`config.mk`:
```
export PLATFORM = sky130hd
export DESIGN_NAME = if_fetch_ctrl
export DESIGN_NICKNAME = d
export VERILOG_FILES = /design/src/rtl/if_fetch_ctrl.sv
export SDC_FILE = /design/constraint.sdc
export NUM_CORES = 1
export LEC_CHECK = 0
export CAP_MARGIN = 20
export CORE_AREA = 2 2 187 189
export CTS_BUF_LIST = sky130_fd_sc_hd__clkbuf_16
export DETAILED_ROUTE_END_ITERATION = 10
export DIE_AREA = 0 0 189 191
export PLACE_DENSITY = 0.71
export SYNTH_ARGS = -nofsm -noshare
export SYNTH_HDL_FRONTEND = slang
export SYNTH_SLANG_ARGS = --single-unit
```
`constraint.sdc`:
```
create_clock -name clk -period 4.2 [get_ports clk]
set_input_delay 1.26 -clock clk [delete_from_list [all_inputs] [get_ports clk]]
set_output_delay 1.26 -clock clk [all_outputs]
set_load 0.02 [all_outputs]
```
`src/rtl/if_fetch_ctrl.sv`:
```
// rtl/if_fetch_ctrl.sv - credit-limited in-order instruction fetch sequencer with PC-tagged FIFO
// Optional zero-latency response bypass when IF_FETCH_CTRL_BYPASS_EN is defined.
module if_fetch_ctrl #(
  parameter int              PC_W      = 32,
  parameter int              INSN_W    = 32,
  parameter int              BUF_DEPTH = 4,
  parameter logic [PC_W-1:0] RESET_PC  = '0
) (
  input  logic              clk,
  input  logic              rst_n,
  input  logic              cpu_en,
  input  logic              redirect_valid,
  input  logic [PC_W-1:0]   redirect_pc,
  output logic              imem_req,
  output logic [PC_W-1:0]   imem_addr,
  input  logic              imem_gnt,
  input  logic              imem_rvalid,
  input  logic [INSN_W-1:0] imem_rdata,
  output logic              insn_valid,
  output logic [INSN_W-1:0] insn,
  output logic [PC_W-1:0]   insn_pc,
  input  logic              insn_ready,
  output logic              fetch_busy
);

  localparam int AW = $clog2(BUF_DEPTH);

  typedef enum logic [1:0] {IDLE, RUN, DRAIN} state_t;

  state_t            state, state_nxt;
  logic [PC_W-1:0]   fetch_pc;
  logic [AW:0]       outst, kill, count;
  logic [AW-1:0]     tag_wr, tag_rd, buf_wr, buf_rd;
  logic [PC_W-1:0]   tag_mem  [BUF_DEPTH];
  logic [PC_W-1:0]   buf_pc   [BUF_DEPTH];
  logic [INSN_W-1:0] buf_insn [BUF_DEPTH];
  logic [AW+1:0]     credit_sum;
  logic              issue, flush, resp_ok, push, pop, head_valid;
  logic              bypass_hit, bypass_take;

  always_comb begin
    state_nxt  = state;
    credit_sum = {1'b0, outst} + {1'b0, count};
    imem_req   = 1'b0;
    case (state)
      IDLE:    if (cpu_en) state_nxt = RUN;
      RUN: begin
        if (!cpu_en) state_nxt = DRAIN;
        imem_req = !redirect_valid && (credit_sum < (AW+2)'(BUF_DEPTH));
      end
      DRAIN: begin
        if (cpu_en)          state_nxt = RUN;
        else if (outst == 0) state_nxt = IDLE;
      end
      default: state_nxt = IDLE;
    endcase
  end

  assign imem_addr  = fetch_pc;
  assign issue      = imem_req && imem_gnt;
  // A redirect outside IDLE flushes the FIFO and squashes everything still in flight.
  assign flush      = redirect_valid && (state != IDLE);
  assign resp_ok    = imem_rvalid && !flush && (kill == 0);
  assign head_valid = (count != 0);

`ifdef IF_FETCH_CTRL_BYPASS_EN
  assign bypass_hit  = resp_ok && !head_valid;
  assign bypass_take = bypass_hit && insn_ready;
`else
  assign bypass_hit  = 1'b0;
  assign bypass_take = 1'b0;
`endif

  assign push       = resp_ok && !bypass_take;
  assign pop        = head_valid && insn_ready && !flush;
  assign insn_valid = head_valid || bypass_hit;
  assign fetch_busy = (outst != 0) || head_valid;

  always_comb begin
    insn    = '0;
    insn_pc = '0;
    if (head_valid) begin
      insn    = buf_insn[buf_rd];
      insn_pc = buf_pc[buf_rd];
    end else if (bypass_hit) begin
      insn    = imem_rdata;
      insn_pc = tag_mem[tag_rd];
    end
  end

  always_ff @(posedge clk or negedge rst_n) begin
    if (!rst_n) begin
      state    <= IDLE;
      fetch_pc <= RESET_PC;
      outst    <= '0;
      kill     <= '0;
      count    <= '0;
      tag_wr   <= '0;
      tag_rd   <= '0;
      buf_wr   <= '0;
      buf_rd   <= '0;
    end else begin
      state <= state_nxt;

      if (redirect_valid)
        fetch_pc <= {redirect_pc[PC_W-1:2], 2'b00};
      else if (issue)
        fetch_pc <= fetch_pc + PC_W'(4);

      case ({issue, imem_rvalid})
        2'b10:   outst <= outst + (AW+1)'(1);
        2'b01:   outst <= outst - (AW+1)'(1);
        default: outst <= outst;
      endcase

      // The tag queue tracks every request in flight, killed or not, so it never flushes.
      if (issue)       tag_wr <= tag_wr + AW'(1);
      if (imem_rvalid) tag_rd <= tag_rd + AW'(1);

      if (flush)
        kill <= imem_rvalid ? outst - (AW+1)'(1) : outst;
      else if (imem_rvalid && (kill != 0))
        kill <= kill - (AW+1)'(1);

      if (flush) begin
        buf_wr <= '0;
        buf_rd <= '0;
        count  <= '0;
      end else begin
        if (push) buf_wr <= buf_wr + AW'(1);
        if (pop)  buf_rd <= buf_rd + AW'(1);
        case ({push, pop})
          2'b10:   count <= count + (AW+1)'(1);
          2'b01:   count <= count - (AW+1)'(1);
          default: count <= count;
        endcase
      end
    end
  end

  always_ff @(posedge clk) begin
    if (issue) tag_mem[tag_wr] <= fetch_pc;
    if (push) begin
      buf_insn[buf_wr] <= imem_rdata;
      buf_pc[buf_wr]   <= tag_mem[tag_rd];
    end
  end

endmodule
```
==> flow_summary.toml, run 1 <==
[global_route]
grt_max_degree = 69
gr-total-overflow = 0
grt_use_total = 0.178
grt_pass1_vias = 8829
grt_pass1_wl_um = 49600
antenna_found_initial = 0

[timing]
slew_violations = 0
fin_crit_ps = 4110
worst_slack_ps = 94.5
min_period_over_period = 0.977
worst_pin_slew_ps = 870
hold_violations = 0
fmax_mhz = 244
slew_headroom = 0.418
setup_tns_ps = 0
rsz0062_at_grt = "false"
fin_worst_skew_ps = 21.4
setup_violations = 0

[synth]
yosysWarnings = 0
synth_seq_area_share = 0.732
yosys-top-cells-area = "edfxtp_1, mux4_2, dfrtp_1"
synthArstFlopShare = 0.118
ys_top_cells_by_count = "edfxtp_1, mux4_2, and2_1, dfrtp_1, nand2_1"
synth.top_cell.area_share = 0.659
synth_cells = 891
synth_seq_cells = 417
synth_top_area_cell = "edfxtp_1"
synthesis.area_sq_mm = 0.0168
dominantRegCellSynth = "edfxtp_1"
synth.distinct_cells = 59
synth-edff-count = 368
synth_area_per_cell_sq_um = 18.8
post-synth-top-count-cell = "edfxtp_1"

[worst_hold_path]
min_path_type = "reg2reg"
holdPathStages = 1

[floorplan]
rows = 68
coreArea_sq_mm = 0.0341
die_w_um = 189
ios = 170
dieHeight_um = 191
start_util = 0.491
die-area_sq_mm = 0.0361

[pwr]
clock_power_share = 0.273
power_switching_w = 0.00360
internal_power_w = 0.00877
leakage_nw = 6.82
power_density_mw_per_mm2 = 609
switching_share = 0.291
comb_power_share = 0.300
ir_drop_uv = 347
seqPwrFrac = 0.427

[setup_path]
crit_arrival_ps = 2850
worstPathRequired_ps = 2940
critPathKind = "in2out"
cp-start-kind = "input pin"
reg2regPathDepth = 7
worst_setup_path_end_kind = "primary output"
path_max_fanout = 2

[detailed_routing]
dr.pass1.iters = 4
drtIter0Drc = 548
drt_wl_total_um = 31400
drcViolationCount = 0
routed_via_density = 5.51
vias = 8607
ant_nets = 0
post_drt_wl_per_cell_um = 20.1

[flow_run]
max_cap_viol_count = 0

[placement]
place_congestion = 0.780
portBuffers = 163
dp_cells = 1488
dp_hpwl_um = 19200
dp_slack_ps = 80.4

[finish]
finalNonFillerCells = 1561
fin_nets = 1167
diodes = 0
regArea_sq_mm = 0.0123
syn_to_final_growth_pct = 21.2
multiInputGateArea_sq_mm = 0.00422
utilization = 0.596
fillCellCount = 2503
drive_gt1_frac = 0.174

[clocking]
htreeDepth = 2
post_cts_resized = 0
root_buffer = "clkbuf_16"
cts_tree = "built"
insertion_delay_ps = 530
clock_sinks = 417
cts_inserted_buffers = 42
clockBufferDepth = 3
postCtsSetupBuffers = 0
clk_pin_slew_ps = 60
cts_hold_buf = 0

[run_status]
status = "complete, no violations"
## cell type report
type | instances | share of cell area
Clock inverter | 29 | 0.00819
Inverter | 13 | 0.00240
Multi-Input combinational cell | 415 | 0.207
Timing Repair Buffer | 189 | 0.0964
Sequential cell | 417 | 0.605
Tap cell | 455 | 0.0280
Clock buffer | 43 | 0.0530
## state kept, by name, summed over array words and instances, names as in the netlist
signal and count:
buf_wr 2, tag_wr 2, tag_mem 120, tag_rd 2, buf_pc 120, imem_addr 30
kill 3, count 3, buf_insn 128, buf_rd 2, outst 3, state 2
## layout by cell type, fill, tap and decap left out, types with 5 or more instances in the layout
cell             count
mux2i_1             10
clkinv_1             7
nand2b_1             6
ha_1                17
and3_1               5
o21ai_0             22
nand2_1             41
xor2_1               6
o211ai_1             5
xnor2_1              9
nor2_1              22
buf_12              11
nor3_1               6
dfrtp_1             45
clkbuf_16           43
a21oi_1             11
inv_1               23
edfxtp_1           368
and2_1              72
mux4_2              92
clkdlybuf4s50_1    162
nand3_1             12
a221o_1              7
nand4_1             10
a21o_1               7
buf_4               15
## worst max-delay path: stages
cell             delay, ps
clkdlybuf4s50_1        470
nor4b_4                310
and3_1                 200
clkdlybuf4s50_1        600
## per-stage QoR
stage | hold WS, ps | area, sq um | total power, W
after global placement | 526 | 19100 | 0.00907
final | 540 | 20300 | 0.0124
after global routing | 585 | 20300 | 0.0130
after floorplan | 498 | 16800 | 0.00763
after detailed placement | 541 | 19100 | 0.00913
after CTS | 549 | 20300 | 0.0125
## kinds of logic (layout without fill, tap and decap cells)
logic type | count (synthesis) | in the layout | synth area share
DFF | 417 | 417 | 0.732
adders and majority gates | 18 | 18 | 0.0139
muxes | 104 | 104 | 0.131
other | 1 | 4 | 0.000224
AOI/OAI and AO/OA | 72 | 72 | 0.0290
buffers and inverters | 62 | 274 | 0.0173
xor gates and xnor gates | 15 | 15 | 0.00784
and+or+nand+nor | 202 | 202 | 0.0683
## worst paths after layout
kind / startpoint / end / slack (ps)
worst max-delay path: redirect_valid / imem_req / 90
max in group asynchronous: rst_n / imem_addr[30] / 2670
min in group asynchronous: rst_n / state[1] / 750
worst max register to register: count[1] / imem_addr[12] / 1770
worst min-delay path: state[0] / state[0] / 540
worst min register to register: state[0] / state[0] / 540
## routing by layer
metal	wire length, um	track usage	vias up
li1	-	-	3903
met1	13800	0.251	4408
met2	15500	0.290	255
met3	1560	0.0307	41
met4	545	0.0484	0
met5	0	0	-
## power groups by stage
stage               sequential, W  combinational, W  clock (W)
floorplan                 0.00521           0.00242          0
global placement          0.00535           0.00372          0
detailed placement        0.00537           0.00376          0
CTS                       0.00528           0.00377    0.00346
global route              0.00532           0.00403    0.00361
finish                    0.00528           0.00372    0.00337
Note: power is estimated with default switching activity, not from simulation.
==> run 2: changes to the inputs <==
- CTS_CLUSTER_SIZE: default -> 25
==> results of run 2 <==
No change in the layout: final DEF, timing and power equal those of run 1.
==> patch, RTL diff (config.mk and constraints of run 2) <==
Re-encode `state_t` (3 states) as one-hot, 3 bits wide.
--- a/src/rtl/if_fetch_ctrl.sv
+++ b/src/rtl/if_fetch_ctrl.sv
@@ -27,3 +27,3 @@
 
-  typedef enum logic [1:0] {IDLE, RUN, DRAIN} state_t;
+  typedef enum logic [2:0] {IDLE = 3'b001, RUN = 3'b010, DRAIN = 3'b100} state_t;
 
Check against the original RTL: same outputs for any inputs over 4 cycles, from zero or initial values and one cycle with rst_n low; so few cycles prove little.
==> patch against run 2 <==
Area after synthesis hardly changed; cell area is 1.1% higher; worst setup slack better by 0.15 ns; sequential cell count is 1 higher; critical endpoint is now fetch_busy; power is 3.7% higher; critical path depth stayed put; synthesized cell count is 1.0% higher; wire length is 0.62% higher.
==> patch: results (changes against run 2) <==
Placed design
  • Gp weighted congestion: 0.7906 (+1.3%)
  • Number of buffers added on ports: 163 (unchanged)
  • Post-DP HPWL: 19.46 mm (+1.5%)

Global route
  • Largest net degree at the start of global routing: 69 (unchanged)
  • Vias in the first global route: 9109 (+3.2%)
  • GRT Resource Usage Total: 18.17% (+0.39 points)
  • Antenna violations before repair: 0 (unchanged)
  • First-pass GRT wire length: 50.86 mm (+2.5%)

Hold path
  • Worst Hold Class: flop to flop
  • Hold_sp: outst[2]

Routing
  • WL final: 31.64 mm (+0.62%)
  • Met3 wire length: 1.472 mm (-5.8%)
  • Metal-1 WL: 14.14 mm (+2.4%)
  • Routed vias: 8818 (+2.5%)
  • Iteration-0 DRC Markers: 645 (+18%)
  • First drt pass iteration count: 4 (unchanged)
  • DR WL met2: 15.38 mm (-0.95%)
  • Top Metal Used: met4

Final layout
  • Layout cell share with drive strength beyond 1: 18.45% (+1.1 points)
  • Ant. Diodes: 0 (unchanged)
  • Filler cell count: 2489 (-0.56%)
  • Largest regs: buf_insn x128, buf_pc x120, tag_mem x120
  • Final Net Count: 1188 (+1.8%)

Timing
  • Layout Skew: 0.01569 ns (-0.005690 ns)
  • Least-Margin Pin Slew: 1.031 ns (+0.1609 ns)

Status
  • Status: finished, final reports clean

Clocking
  • Clock slew at reported path FFs: 0.06 ns (about the same)
  • CTS buffer count: 43 (+2.4%)
  • CTS Root Cell: clkbuf_16
  • H-tree levels: 2 (unchanged)
  • Max Buffers Root-to-Sink: 3 (unchanged)
  • Clock Latency Late Sink: 0.54 ns

Worst setup path
  • Crit Path Max Fanout: 68 (+66)
  • R2R Path Start: outst[2]
  • Crit path from: count[2]
  • Worst path arrival time: 2.69 ns (-0.16 ns)

Power
  • VDD IR max: 0.3091 mV (-11%)
  • Leak: 6.857 nW (+0.52%)

Synth
  • Synth top area cells: edfxtp_1, mux4_2, dfrtp_1
  • Post-synth EDFFs: 368 (unchanged)
  • Sequential element share of the synthesized area: 73.42% (+0.18 points)
  • Top cells by count, synth: edfxtp_1, mux4_2, and2_1
  • Yosys cell types: 53 (-10%)
  • Synth warn: 0 (unchanged)
  • Async set or reset register ratio after synthesis: 11.96% (+0.21 points)
[patch: kinds of logic (layout without fill, tap and decap cells)]
| logic type | Yosys count | after routing | synth area share (%) |
|---|---|---|---|
| AOI/OAI and AO/OA | 80 | 80 | 3.062 |
| xor gates and xnor gates | 16 | 16 | 0.8363 |
| adders and majority gates | 18 | 18 | 1.389 |
| buffers and inverters | 62 | 292 | 1.680 |
| DFF | 418 | 418 | 73.42 |
| muxes | 99 | 99 | 12.79 |
| other | 1 | 4 | 0.02238 |
| and+or+nand+nor | 206 | 206 | 6.795 |
[patch: worst paths after layout]
check / cells past startpoint / end / slack, ns
hold reg to reg: 1 / outst[2] / 0.55
max in group asynchronous: 2 / imem_addr[12] / 2.62
setup / recovery: 4 / fetch_busy / 0.25
setup reg to reg: 7 / imem_addr[11] / 1.62
hold / removal: 1 / outst[2] / 0.55
min in group asynchronous: 1 / outst[2] / 0.82
[patch: per-stage QoR]
stage	instance area, sq um	setup slack, ns	instances	power (mW)	hold slack [ns]
after detailed placement	19140	0.2875	1506	9.312	0.5404
after global routing	20550	0.1249	1588	13.44	0.5766
final	20550	0.2494	1588	12.82	0.5451
after global placement	19140	0.2856	1506	9.238	0.5266
after CTS	20510	0.05370	1585	12.97	0.5559
after floorplan	16790	-0.6071	903	7.673	0.4722
[patch: layout make-up]
type	instances	area share, %
clock inverters	35	1.340
repair buffers	199	9.779
inverters	14	0.2679
well taps	455	2.770
flip-flops and latches	418	59.90
clock buffers	44	5.358
multi-input cells	423	20.58
[patch: worst max-delay path, cell delays in order (launching register included)]
cell and delay (ns):
dfrtp_1 0.43, or3_2 0.49, buf_4 0.33, or2_2 0.37, clkdlybuf4s50_1 0.53
[patch: what timing repair did]
action,CTS,global route
hold buffers,0,0
gates resized for setup,0,0
endpoints found under the setup margin,0,1
buffers inserted,0,3
[patch: where the power goes]
group	switching [mW]	internal (mW)
Sequential	0.286	4.93
Combinational	1.94	2.02
Clock	1.50	2.15
[patch: metal layers]
metal,track usage [%],up-vias
li1,-,3984
met1,25.75,4537
met2,29.63,249
met3,2.772,48
met4,5.198,0
met5,0,-
